==> config.mk <==
export PLATFORM = sky130hd
export DESIGN_NAME = vdic_dut_cmd_proc
export DESIGN_NICKNAME = d
export VERILOG_FILES = /design/src/rtl/vdic_dut_cmd_proc.sv
export SDC_FILE = /design/constraint.sdc
export NUM_CORES = 1
export LEC_CHECK = 0
export CORE_UTILIZATION = 40
export DETAILED_ROUTE_END_ITERATION = 7
export GPL_ROUTABILITY_DRIVEN = 0
export PLACE_DENSITY = 0.6
export SETUP_SLACK_MARGIN = 0.4
export SYNTH_ARGS = -nofsm -noshare
export SYNTH_HDL_FRONTEND = slang
export SYNTH_SLANG_ARGS = --single-unit
export TNS_END_PERCENT = 100
==> constraint.sdc <==
create_clock -name clk -period 3.9 [get_ports clk]
set_input_delay 0.585 -clock clk [delete_from_list [all_inputs] [get_ports clk]]
set_output_delay 0.585 -clock clk [all_outputs]
set_load 0.01 [all_outputs]
==> src/rtl/vdic_dut_cmd_proc.sv <==
// Byte-stream command processor: one command byte followed by data bytes is
// folded through the selected operation into a 16-bit result, reported with
// a one-cycle dout_valid strobe.
// Optional build macro: DIN_PARITY_EN adds din_par and odd-parity checking.
module vdic_dut_cmd_proc #(
    parameter int MAX_SIZE = 9
) (
    input  logic       clk,
    input  logic       rst,
    input  logic [7:0] din,
    input  logic       din_valid,
`ifdef DIN_PARITY_EN
    input  logic       din_par,
`endif
    output logic [7:0] data1_o,
    output logic [7:0] data2_o,
    output logic       dout_valid,
    output logic       err_o
);

    localparam int CW = $clog2(MAX_SIZE + 1);

    localparam logic [7:0] CMD_NOP = 8'h00;
    localparam logic [7:0] CMD_AND = 8'h01;
    localparam logic [7:0] CMD_OR  = 8'h02;
    localparam logic [7:0] CMD_XOR = 8'h03;
    localparam logic [7:0] CMD_ADD = 8'h10;
    localparam logic [7:0] CMD_SUB = 8'h20;

    typedef enum logic [1:0] {
        IDLE,
        ACC,
        OUT
    } state_t;

    state_t          state;
    state_t          state_next;

    logic [7:0]      cmd;
    logic [CW-1:0]   count;
    logic [15:0]     acc;
    logic [15:0]     acc_op;
    logic            ovf;
    logic            par_err;
    logic            byte_par_err;

    logic            capture;
    logic            accept;
    logic            load_out;
    logic            cmd_valid;
    logic            res_err;
    logic [15:0]     result;

`ifdef DIN_PARITY_EN
    assign byte_par_err = ~(^{din, din_par});
`else
    assign byte_par_err = 1'b0;
`endif

    // State register
    always_ff @(posedge clk) begin
        if (rst) begin
            state <= IDLE;
        end else begin
            state <= state_next;
        end
    end

    // Next-state decode and per-cycle control strobes
    always_comb begin
        state_next = state;
        capture    = 1'b0;
        accept     = 1'b0;
        load_out   = 1'b0;
        dout_valid = 1'b0;
        case (state)
            IDLE: begin
                if (din_valid) begin
                    capture    = 1'b1;
                    state_next = ACC;
                end
            end
            ACC: begin
                if (din_valid) begin
                    accept = 1'b1;
                end else begin
                    load_out   = 1'b1;
                    state_next = OUT;
                end
            end
            OUT: begin
                dout_valid = 1'b1;
                if (din_valid) begin
                    capture    = 1'b1;
                    state_next = ACC;
                end else begin
                    state_next = IDLE;
                end
            end
            default: state_next = IDLE;
        endcase
    end

    // Fold of the current data byte into the accumulator
    always_comb begin
        acc_op = acc;
        case (cmd)
            CMD_AND: acc_op = acc & {8'h00, din};
            CMD_OR:  acc_op = acc | {8'h00, din};
            CMD_XOR: acc_op = acc ^ {8'h00, din};
            CMD_ADD: acc_op = acc + {8'h00, din};
            CMD_SUB: acc_op = acc - {8'h00, din};
            default: acc_op = acc;
        endcase
    end

    // Command validity and final result selection
    always_comb begin
        cmd_valid = 1'b0;
        case (cmd)
            CMD_NOP, CMD_AND, CMD_OR, CMD_XOR, CMD_ADD, CMD_SUB: cmd_valid = 1'b1;
            default: cmd_valid = 1'b0;
        endcase
        res_err = !cmd_valid || (count == '0) || ovf || par_err;
        if (res_err) begin
            result = '1;
        end else if (cmd == CMD_NOP) begin
            result = '0;
        end else begin
            result = acc;
        end
    end

    // Frame context: command, byte count, accumulator and error flags
    always_ff @(posedge clk) begin
        if (rst) begin
            cmd     <= '0;
            count   <= '0;
            acc     <= '0;
            ovf     <= 1'b0;
            par_err <= 1'b0;
        end else if (capture) begin
            cmd     <= din;
            count   <= '0;
            acc     <= '0;
            ovf     <= 1'b0;
            par_err <= byte_par_err;
        end else if (accept) begin
            if (byte_par_err) begin
                par_err <= 1'b1;
            end
            if (count == CW'(MAX_SIZE)) begin
                ovf <= 1'b1;
            end else begin
                acc   <= (count == '0) ? {8'h00, din} : acc_op;
                count <= count + CW'(1);
            end
        end
    end

    // Result registers, loaded on the edge entering OUT and held until the next one
    always_ff @(posedge clk) begin
        if (rst) begin
            data1_o <= '0;
            data2_o <= '0;
            err_o   <= 1'b0;
        end else if (load_out) begin
            data1_o <= result[15:8];
            data2_o <= result[7:0];
            err_o   <= res_err;
        end
    end

endmodule
== Word level (Yosys, flattened, before mapping) ==
Cells that the tools add are included.
Storage, ports and cells
  register bits after elaboration: 48
  input bits: 11
  output and inout port bits: 18
  word-level logic and storage cells: 54
Operators by class
  $add $sub $neg: 3
  equal/unequal tests: 10
  mux-type cells: 15
  bitwise logic cells: 4
  reduce and logical (&&, ||, !) cells: 14
Operators with widths (count)
  case mux 16 bit (5 select lines): 1
  two-way mux 16 bit: 3
  adder 16 x 8 -> 16 bit: 1
  AND 16 x 8 -> 16 bit: 1
  equality test 8 x 2 -> 1 bit, second input constant: 2
  bitwise OR 16 x 8 -> 16 bit: 1
  subtractor 16 x 8 -> 16 bit: 1
  bitwise XOR 16 x 8 -> 16 bit: 1
  equality test 8 x 1 -> 1 bit, second input constant: 1
  equality test 8 x 5 -> 1 bit, second input constant: 1
  equality test 8 x 6 -> 1 bit, second input constant: 1
  logical NOT 8 bit: 1
  two-way mux 1 bit: 8
  case mux 2 bit (3 select lines): 1
  AND reduction 2 bit: 3
  nonzero test 6 bit: 1
  OR reduction 6 bit: 1
  adder 4 x 1 -> 4 bit, second input constant: 1
  equality test 4 bit, second input constant: 1
  logical NOT 4 bit: 1
  two-way mux 2 bit: 2
  != test 2 bit, second input constant: 2
  OR reduction 2 bit: 2
  AND reduction 3 bit: 1
  other kinds (6): 7

== Longest topological paths before layout ==
Gate-level depths: netlist of the first run.
  depth after elaboration: 7
  gate-level depth with buffers: 14

== Worst setup path before layout of the first run ==
OpenSTA, ideal clock, no wires.
  path kind: register -> register
  start point: reg cmd[6]
  end point: reg acc[15]
  library setup time: 67 ps
  data arrival time: 3143 ps
  data required time: 3833 ps
  path slack: 690 ps
  stages on the path, launching flop included: 15
  path buffers: 2
  clock period less this slack: 3210 ps
  cells stage by stage: dfxtp_1 -> nor4_4 -> and4b_1 -> buf_4 -> buf_2 -> nor2_1 -> xnor2_1 -> ha_1 -> a21oi_1 -> o21ai_2 -> a311oi_2 -> o31a_1 -> xor2_1 -> mux2_2 -> a21oi_2
Between the ends
  longest elaborated chain between the ends: 3
  elaborated cells between the ends (all ways): 9
Ends and longest elaborated chain
  start: declaration: RTL line 39  | logic [7:0] cmd;
  start signal: assignment: RTL line 143  | cmd <= din;
  equality test 8 x 6 -> 1 bit (tied with other cells): RTL line 107  | case (cmd)
  case mux 16 bit (5 select lines) or nonzero test 6 bit (tied branches)
  two-way mux 16 bit or AND reduction 3 bit (tied branches)
  end signal: assignment: RTL line 155  | acc <= (count == '0) ? {8'h00, din} : acc_op;
  end: declaration: RTL line 41  | logic [15:0] acc;
Several ways; a longest one is shown, not always the timed one.
A chain may end at the register's enable or synchronous reset.

== Final worst setup path of the first run ==
  start point: in din[5]
  end point: reg acc[15]
Between the ends
  longest elaborated chain between the ends: 3
  elaborated cells between the ends (all ways): 4
Ends and longest elaborated chain
  start: declaration: RTL line 10  | input logic [7:0] din,
  subtractor 16 x 8 -> 16 bit or adder 16 x 8 -> 16 bit (tied branches): RTL line 112, 111
  case mux 16 bit (5 select lines) (*): RTL line 107
  two-way mux 16 bit (*): RTL line 155
Mark *: on every way between the ends. The rest lies on a longest branch, timed or not.

==> impl_metrics.py, run 1 <==
metrics = {
    "critical_path": {
        "ff2ff_path_depth": 12,
        "path_max_fanout": 5,
        "endpoint_kind": "register",
        "worst-endpoint-required_ns": 4.14,
        "crit_type": "in -> reg",
        "worstSetupStartpoint": "din[5]",
        "timing.critical_path.from_type": "input port",
        "crit_arrival_ns": 3.55,
        "regToRegStartpoint": "cmd[6]",
    },
    "layout": {
        "finish.instance_area_mm2": 0.00391,
        "final_layout_size_suffix_gt1_frac": 0.114,
        "diodes": 0,
        "n_fill_cell": 786,
        "syn2layout_area_growth_pct": 18.7,
        "register_area_um2": 961,
        "design.final.nets": 494,
        "multi_input_area_mm2": 0.00216,
    },
    "global_route": {
        "grt.overflow.total": 0,
        "grt_pass1_vias": 2888,
        "grt_antenna_before_repair": 0,
        "grt_pass1_wl_mm": 14.5,
        "grt_usage": 0.213,
        "largest_net_degree_at_the_start_of_global_routing": 29,
    },
    "worst_hold_path": {
        "timing.hold.worst_path_depth": 2,
        "worstHoldPathType": "reg -> reg",
        "hold_path.startpoint": "err_o",
    },
    "clock_tree": {
        "clkSinkCount": 48,
        "clk_pin_slew_worst_paths_ns": 0.08,
        "worst_case_clock_buffer_depth": 2,
        "cts_htree_levels": 2,
        "tritoncts": "done",
        "clkLatencyLatePin_ns": 0.30,
        "cts_hold_repair.buffers": 0,
        "numCtsBuffers": 5,
        "cts_root_buffer": "clkbuf_8",
    },
    "routing": {
        "route.detailed.wl_per_inst_um": 15.5,
        "route.antenna.remaining_nets": 0,
        "detail_route.iter0.violations": 230,
        "route.detailed.vias_per_inst": 5.47,
        "route.detailed.drc": 0,
        "detailroute.via_count": 3000,
        "drt_pre_antenna_iters": 4,
        "finalWirelength_mm": 8.47,
    },
    "floorplanning": {
        "starting_density_of_the_core": 0.420,
        "io-pin-count": 29,
        "fp.coreArea_mm2": 0.00785,
        "floorplan.die.height_um": 92.7,
        "fp.dieArea_mm2": 0.00860,
        "die_width_um": 92.7,
        "placement_rows": 32,
    },
    "yosys": {
        "synth-main-ff-cell": "dfxtp_1",
        "synth_cells": 412,
        "synth_cell_type_count": 54,
        "synth_nets": 460,
        "yosys-top-cells-area": "dfxtp_1 (29%), ha_1 (14%), a21oi_1 (8.1%)",
        "syn-cell-area_mm2": 0.00329,
        "synth_edf_count": 0,
        "synth_commonest_cells": "a21oi_1 (53), dfxtp_1 (48), nand2_1 (48)",
        "ys_ff_latch": 48,
        "post-synth-top-area-cell": "dfxtp_1",
        "synth-async-reset-ratio": 0,
        "syn_avg_cell_area_um2": 7.99,
        "synth.most_common_cell": "a21oi_1",
        "synthDominantCellAreaShare": 0.292,
        "synth_warnings": 0,
        "synth_seq_area_share": 0.292,
    },
    "sta": {
        "setup_viol_count_final": 0,
        "tightestPinTransition_ns": 0.770,
        "rsz_0062_raised_after_global_routing": "false",
        "report.final.slew_viol_count": 0,
        "achievable-frequency_ghz": 0.302,
        "total_neg_setup_slack_ns": 0,
        "worst_slew_margin_relative_to_its_limit": 0.486,
        "fin_worst_skew_ns": 0.00821,
        "timing.final.hold_violations": 0,
        "final.min_clock_period_ns": 3.32,
        "final_min_period_over_clock_period": 0.850,
    },
    "power_and_ir_drop": {
        "peakVddDrop_mv": 0.148,
        "cellPowerDensity_mw_per_mm2": 309,
        "p_leak_nw": 1.65,
    },
    "placed_design": {
        "dp_hpwl_mm": 6.44,
        "placed_area_mm2": 0.00374,
        "place.port_buffers": 28,
    },
    "outcome": {
        "status": "finished, final reports clean",
    },
    "run": {
        "timing.max_cap.violations": 0,
    },
}
[flip-flops by register name, indices dropped and copies added, names as in the netlist]
name     flops
state        2
ovf          1
count        4
data2_o      8
data1_o      8
acc         16
cmd          8
err_o        1
[timing repair]
item                                    4_1_cts  5_1_grt
resized for setup                             0       15
endpoints found under the setup margin        0        9
setup buffers                                 0        1
[final timing paths]
kind / to / slack [ns]
max: acc[15] / 0.58
min: err_o / 0.45
max reg2reg: acc[15] / 0.66
min reg2reg: err_o / 0.45
[power breakdown]
group	switching (mW)	leakage (nW)	internal [mW]
logic	0.150	1.20	0.116
registers	0.0155	0.390	0.509
clock network	0.166	0.0642	0.252
total	0.332	1.65	0.877
[stage by stage]
step | hold WS (ns) | power, mW | util | setup slack, ns | cells
finish | 0.455 | 1.21 | 0.498 | 0.583 | 548
global route | 0.477 | 1.27 | 0.498 | 0.391 | 548
CTS | 0.461 | 1.22 | 0.493 | 0.455 | 547
detailed placement | 0.448 | 0.799 | 0.476 | 0.156 | 540
global placement | 0.443 | 0.794 | 0.476 | 0.172 | 540
floorplan | 0.428 | 0.706 | - | 0.690 | 412
[cell type report]
type | instances | share of cell area
Multi-Input combinational cell | 319 | 0.553
Sequential cell | 48 | 0.246
Timing Repair Buffer | 49 | 0.114
Tap cell | 102 | 0.0326
Inverter | 23 | 0.0221
Clock buffer | 5 | 0.0176
Clock inverter | 2 | 0.0154
[critical path: stages]
cell             delay, ns
clkdlybuf4s50_1       0.44
inv_2                 0.08
nand4_1               0.14
buf_4                 0.18
nor3_2                0.14
a21o_1                0.17
ha_1                  0.29
a21o_1                0.19
a21o_1                0.18
a221oi_2              0.28
o31a_1                0.25
xor2_1                0.17
mux2_2                0.36
a21oi_2               0.10
[kinds of logic after synthesis]
kind of cell	after synthesis	synth area share
AOI/OAI and AO/OA	136	0.264
buffers and inverters	45	0.0612
DFF	48	0.292
adders and majority gates	37	0.143
and+or+nand+nor	121	0.171
muxes	4	0.0125
xor gates and xnor gates	21	0.0559
[routing by layer]
| metal | vias to the layer above | wire, um | GRT usage |
|---|---|---|---|
| li1 | 1529 | - | - |
| met2 | 43 | 3930 | 0.355 |
| met3 | 5 | 252 | 0.0320 |
| met4 | 0 | 55 | 0.0436 |
| met1 | 1423 | 4230 | 0.290 |
| met5 | - | 0 | 0 |
[cell usage in the layout, fill, tap and decap left out, types with 9 or more instances in the layout]
cell type         n
nand2_1          48
xor2_1            9
a21o_1           12
xnor2_1          12
inv_1            19
buf_4            21
a21oi_1          52
nor2_1           39
a22oi_1          19
dfxtp_1          48
clkdlybuf4s50_1  25
o21ai_0          17
ha_1             35
No activity file was read; power rests on OpenSTA's default activity.
==> inputs of run 2 (changes only) <==
--- a/config.mk
+++ b/config.mk
@@ -5,10 +5,11 @@
 export SDC_FILE = /design/constraint.sdc
 export NUM_CORES = 1
 export LEC_CHECK = 0
-export CORE_UTILIZATION = 40
+export CORE_UTILIZATION = 63
 export DETAILED_ROUTE_END_ITERATION = 7
 export GPL_ROUTABILITY_DRIVEN = 0
-export PLACE_DENSITY = 0.6
+export PLACE_DENSITY = 0.87
+export RECOVER_POWER = 25
 export SETUP_SLACK_MARGIN = 0.4
 export SYNTH_ARGS = -nofsm -noshare
 export SYNTH_HDL_FRONTEND = slang
==> constraint.sdc (replaced) <==
create_clock -name clk -period 3.86 [get_ports clk]
set_input_delay 0.579 -clock clk [delete_from_list [all_inputs] [get_ports clk]]
set_output_delay 0.579 -clock clk [all_outputs]
set_load 0.01 [all_outputs]
==> run 2 against run 1 <==
Critical endpoint unchanged. Worst setup slack improved by 0.044 ns. Largest cell class unchanged. Power is 6.4% lower. Critical path type unchanged. Utilization rose by 29 points.
==> impl_metrics.py, run 2 (synthesis results as in run 1) <==
metrics = {
    "floorplanning": {
        "io-pin-count": 29,
        "die_width_um": 74.3,
        "fp.coreArea_mm2": 0.00488,
        "starting_density_of_the_core": 0.675,
        "floorplan.die.height_um": 74.3,
        "fp.dieArea_mm2": 0.00552,
        "placement_rows": 25,
    },
    "critical_path": {
        "regToRegSetupSlack_ns": 0.64,
        "worst-endpoint-required_ns": 4.11,
        "crit_arrival_ns": 3.48,
        "ff2ff_path_depth": 11,
        "endpoint_kind": "register",
        "cp_slowest_cell": "clkdlybuf4s50_1",
        "crit_type": "in -> reg",
        "path_max_fanout": 6,
        "regToRegStartpoint": "cmd[1]",
        "timing.critical_path.from_type": "input port",
        "crit_chain": "clkdlybuf4s50_1, nor3_2, buf_4, a21o_1, ha_1, a21oi_1, o21ai_1, a221oi_1, o31a_1, xor2_1, mux2_2, a21oi_2",
        "r2r_end": "acc[10]",
        "critPathMaxStageDelay_ns": 0.64,
    },
    "power_and_ir_drop": {
        "peakVddDrop_mv": 0.136,
        "cellPowerDensity_mw_per_mm2": 294,
        "p_leak_nw": 1.67,
    },
    "routing": {
        "route.antenna.remaining_nets": 0,
        "route.detailed.vias_per_inst": 6.31,
        "route.detailed.wl_per_inst_um": 17.3,
        "route.detailed.drc": 0,
        "detail_route.iter0.violations": 434,
        "drt_pre_antenna_iters": 6,
        "detailroute.via_count": 3249,
        "finalWirelength_mm": 8.90,
    },
    "clock_tree": {
        "cts_htree_levels": 2,
        "tritoncts": "done",
        "worst_case_clock_buffer_depth": 2,
        "clkLatencyLatePin_ns": 0.31,
        "numCtsBuffers": 5,
        "clk_pin_slew_worst_paths_ns": 0.09,
        "cts_root_buffer": "clkbuf_8",
        "clkSinkCount": 48,
    },
    "layout": {
        "final_layout_size_suffix_gt1_frac": 0.118,
        "largest_register": "acc",
        "design.final.nets": 495,
        "diodes": 0,
        "largest_register_ff_count": 16,
        "mostFrequentLayoutCells": "a21oi_1 (52), nand2_1 (48), dfxtp_1 (48), nor2_1 (38), ha_1 (33)",
        "layout.cells.most_common": "a21oi_1",
        "syn2layout_area_growth_pct": 16.9,
    },
    "worst_hold_path": {
        "timing.hold.worst_path_depth": 2,
        "worstHoldPathType": "reg -> reg",
        "hold_path.startpoint": "err_o",
        "min_to": "err_o",
    },
    "sta": {
        "holdWs_ns": 0.471,
        "worst_slack_ns": 0.627,
        "report.final.slew_viol_count": 0,
        "worst_slew_margin_relative_to_its_limit": 0.451,
        "rsz_0062_raised_after_global_routing": "false",
        "setup_viol_count_final": 0,
        "tightestPinTransition_ns": 0.823,
        "final_min_period_over_clock_period": 0.837,
        "achievable-frequency_ghz": 0.309,
        "total_neg_setup_slack_ns": 0,
        "fin_worst_skew_ns": 0.00304,
        "final.min_clock_period_ns": 3.23,
        "timing.final.hold_violations": 0,
    },
    "global_route": {
        "grt.overflow.total": 0,
        "grt_antenna_before_repair": 0,
        "grt_pass1_vias": 2883,
        "largest_net_degree_at_the_start_of_global_routing": 29,
        "grt_usage": 0.328,
        "grt_pass1_wl_mm": 13.7,
    },
    "placed_design": {
        "detailedPlace.worstSlack_ns": 0.124,
        "place.port_buffers": 28,
        "dp_hpwl_mm": 6.06,
    },
    "outcome": {
        "status": "finished, final reports clean",
    },
    "run": {
        "timing.max_cap.violations": 0,
    },
}
[run 2: how the worst max path moves through the flow]
stage | cells after the start | to | start
global placement | 14 | acc[12] | din[2]
finish | 12 | acc[15] | din[7]
global route | 12 | acc[15] | cmd[1]
detailed placement | 14 | acc[12] | din[2]
CTS | 14 | acc[12] | din[2]
floorplan | 14 | acc[15] | cmd[6]
[run 2: what timing repair did]
item,in CTS,in global routing
hold buffers,0,0
endpoints found under the setup margin,0,8
buffers inserted,0,6
hold endpoints to repair,0,0
resized for setup,0,21
[run 2: critical path, delay by kind of cell]
kind | cells | cell delay [ns]
buffers and inverters | 2 | 0.80
adder cells (fa/ha/maj) | 1 | 0.35
multiplexers | 1 | 0.36
AND/OR/NAND/NOR | 1 | 0.10
XOR/XNOR | 1 | 0.17
AO/OA/AOI/OAI | 6 | 1.12
[run 2: routing by layer]
layer	GRT usage	up-vias	wire [um]
met5	0	-	0
met4	0.136	0	179
met3	0.0474	21	779
met2	0.536	177	4250
met1	0.436	1523	3690
li1	-	1528	-
[run 2: final cells by class]
cell class                      instances  area, um^2
Multi-Input combinational cell        319        2160
Fill cell                             346        1030
Sequential cell                        48         961
Timing Repair Buffer                   50         457
Inverter                               23        86.3
Tap cell                               67        83.8
Clock buffer                            6        82.6
Clock inverter                          2        15.0
[run 2: metrics by stage]
step	std cells	total power [mW]	utilization	area [um^2]
2_1_floorplan	412	0.713	-	3290
3_3_place_gp	501	0.789	0.751	3660
3_5_place_dp	501	0.799	0.751	3660
4_1_cts	509	1.12	0.771	3760
5_1_grt	515	1.18	0.789	3850
6_report	515	1.13	0.789	3850
[run 2: where the power goes]
part / switching, mW / total, mW / leakage (nW) / internal [mW]
Combinational: 0.158 / 0.274 / 1.23 / 0.116
Sequential: 0.0168 / 0.531 / 0.390 / 0.514
Clock: 0.181 / 0.326 / 0.0434 / 0.145
==> inputs of run 3 (changes only) <==
--- a/config.mk
+++ b/config.mk
@@ -5,10 +5,10 @@
 export SDC_FILE = /design/constraint.sdc
 export NUM_CORES = 1
 export LEC_CHECK = 0
-export CORE_UTILIZATION = 63
+export CORE_UTILIZATION = 58
 export DETAILED_ROUTE_END_ITERATION = 7
 export GPL_ROUTABILITY_DRIVEN = 0
-export PLACE_DENSITY = 0.87
+export PLACE_DENSITY = 0.81
 export RECOVER_POWER = 25
 export SETUP_SLACK_MARGIN = 0.4
 export SYNTH_ARGS = -nofsm -noshare
==> constraint.sdc (replaced) <==
create_clock -name clk -period 3.03 [get_ports clk]
set_input_delay 0.4545 -clock clk [delete_from_list [all_inputs] [get_ports clk]]
set_output_delay 0.4545 -clock clk [all_outputs]
set_load 0.01 [all_outputs]
==> run 3 against run 2 <==
Worst hold slack got worse by 0.0095 ns. Clock power grew 52%. The flow now finishes with violations (negative setup slack). Die area rose by 8.4%. Cell count up 12%. Highest routed layer unchanged.
==> impl_metrics.py, run 3 (synthesis results as in run 1) <==
metrics = {
    "sta": {
        "setup_viol_count_final": 1,
        "worst_slack_ns": -0.00915,
        "achievable-frequency_ghz": 0.329,
        "final.min_clock_period_ns": 3.04,
        "holdWs_ns": 0.461,
        "worst_slew_margin_relative_to_its_limit": 0.414,
        "report.final.slew_viol_count": 0,
        "final_min_period_over_clock_period": 1.00,
        "rsz_0062_raised_after_global_routing": "true",
        "timing.final.hold_violations": 0,
        "tightestPinTransition_ns": 0.879,
        "fin_worst_skew_ns": 0.0133,
    },
    "power_and_ir_drop": {
        "peakVddDrop_mv": 0.478,
        "cellPowerDensity_mw_per_mm2": 363,
        "finalPower_mw": 1.61,
        "p_leak_nw": 1.95,
    },
    "layout": {
        "diodes": 0,
        "syn2layout_area_growth_pct": 34.7,
        "layout.cells.most_common": "buf_4",
        "layoutNonFillerInstCount": 575,
        "mostFrequentLayoutCells": "buf_4 (72), nand2_1 (48), a21oi_1 (47), dfxtp_1 (46), nor2_1 (37)",
        "design.final.nets": 550,
        "largest_register_ff_count": 16,
        "final_layout_size_suffix_gt1_frac": 0.243,
        "largest_register": "acc",
    },
    "floorplanning": {
        "floorplan.die.height_um": 77.4,
        "placement_rows": 27,
        "die_width_um": 77.4,
        "io-pin-count": 29,
        "fp.coreArea_mm2": 0.00547,
        "fp.dieArea_mm2": 0.00598,
        "starting_density_of_the_core": 0.602,
    },
    "critical_path": {
        "worstPathBufferInverterCount": 1,
        "crit_cells": 13,
        "crit_type": "reg -> reg",
        "path_max_fanout": 7,
        "endpoint_kind": "register",
        "ff2ff_path_depth": 13,
        "critPathMaxStageDelay_ns": 0.34,
        "timing.critical_path.from_type": "register",
        "critPathTopFamily": "compound AO/OA/AOI/OAI gates",
        "cp_slowest_cell": "dfxtp_2",
        "regToRegSetupSlack_ns": -0.009,
        "r2r_end": "acc[15]",
        "crit_arrival_ns": 3.27,
        "crit_chain": "nor4_4, and4b_1, buf_6, a41oi_2, xnor2_1, ha_1, a21oi_2, a21oi_2, a311oi_4, o31a_1, xor2_1, mux2_4, a21oi_2",
        "worstSetupStartpoint": "cmd[6]",
        "critPathCapture": "acc[15]",
        "worst_path_most_repeated_cell": "a21oi_2",
        "worst-endpoint-required_ns": 3.26,
        "regToRegStartpoint": "cmd[6]",
    },
    "routing": {
        "finalWirelength_mm": 9.42,
        "route.detailed.wl_per_inst_um": 16.4,
        "detailroute.via_count": 3409,
        "route.antenna.remaining_nets": 0,
        "route.detailed.vias_per_inst": 5.93,
        "route.detailed.drc": 0,
        "detail_route.iter0.violations": 222,
        "drt_pre_antenna_iters": 5,
    },
    "global_route": {
        "grt_antenna_before_repair": 0,
        "grt.overflow.total": 0,
        "largest_net_degree_at_the_start_of_global_routing": 29,
        "grt_usage": 0.324,
        "grt_pass1_wl_mm": 15.5,
        "grt_pass1_vias": 3360,
    },
    "worst_hold_path": {
        "worstHoldPathType": "reg -> reg",
        "timing.hold.worst_path_depth": 2,
    },
    "clock_tree": {
        "clkLatencyLatePin_ns": 0.31,
        "worst_case_clock_buffer_depth": 2,
        "clk_pin_slew_worst_paths_ns": 0.09,
        "cts_hold_repair.buffers": 0,
        "cts_root_buffer": "clkbuf_8",
        "tritoncts": "done",
        "numCtsBuffers": 5,
        "clkSinkCount": 48,
        "cts_htree_levels": 2,
    },
    "placed_design": {
        "place.detailed.instances": 556,
        "dp_hpwl_mm": 6.61,
        "place.port_buffers": 28,
    },
    "outcome": {
        "violations": "negative setup slack",
        "status": "finished with violations",
    },
    "run": {
        "timing.max_cap.violations": 0,
    },
}
run 3: timing repair:
item	4_1_cts	5_1_grt
gates resized for setup	37	8
hold endpoints to repair	0	0
setup endpoints to repair	13	15
pin swaps	27	11
setup buffers	8	3
run 3: final cells by class:
class                      count  area [um^2]
fill                         359         1040
inverter                      23         86.3
clock inverter                 2         38.8
sequential                    48          963
tap                           72         90.1
multi-input combinational    319         2310
timing repair buffer         105          861
clock buffer                   6         82.6
run 3: power breakdown:
part           internal [mW]  switching, mW  total (mW)
Combinational          0.207          0.232       0.438
Sequential             0.655         0.0190       0.674
Clock                  0.270          0.226       0.496
Total                   1.13          0.477        1.61
run 3: worst min path at each step:
stage | slack, ns | from | end
global placement | 0.44 | err_o | err_o
finish | 0.46 | err_o | err_o
floorplan | 0.43 | ovf | ovf
detailed placement | 0.45 | err_o | err_o
global route | 0.48 | err_o | err_o
CTS | 0.46 | err_o | err_o
run 3: metal layers:
layer	up-vias	GRT usage	part of all wire
li1	1639	-	-
met1	1575	0.374	0.41
met2	146	0.576	0.49
met3	49	0.0482	0.050
met4	0	0.172	0.051
met5	-	0	0
run 3: worst register-to-register path: cells and delay by family (launching register included):
family	cells	cell delay, ns
buffers and inverters	1	0.15
and+or+nand+nor	2	0.52
DFF	1	0.34
muxes	1	0.33
xor gates and xnor gates	2	0.37
AOI/OAI and AO/OA	6	0.94
adders and majority gates	1	0.32
run 3: per-stage QoR:
stage	TNS, ns	utilization	worst slack (ns)	cell area (um^2)
global route	-0.873	0.810	-0.181	4440
finish	-0.00915	0.810	-0.00915	4440
global placement	-2.66	0.742	-0.401	4060
detailed placement	-3.55	0.742	-0.471	4060
floorplan	-0.0322	-	-0.0322	3320
CTS	-0.00624	0.800	-0.00624	4380
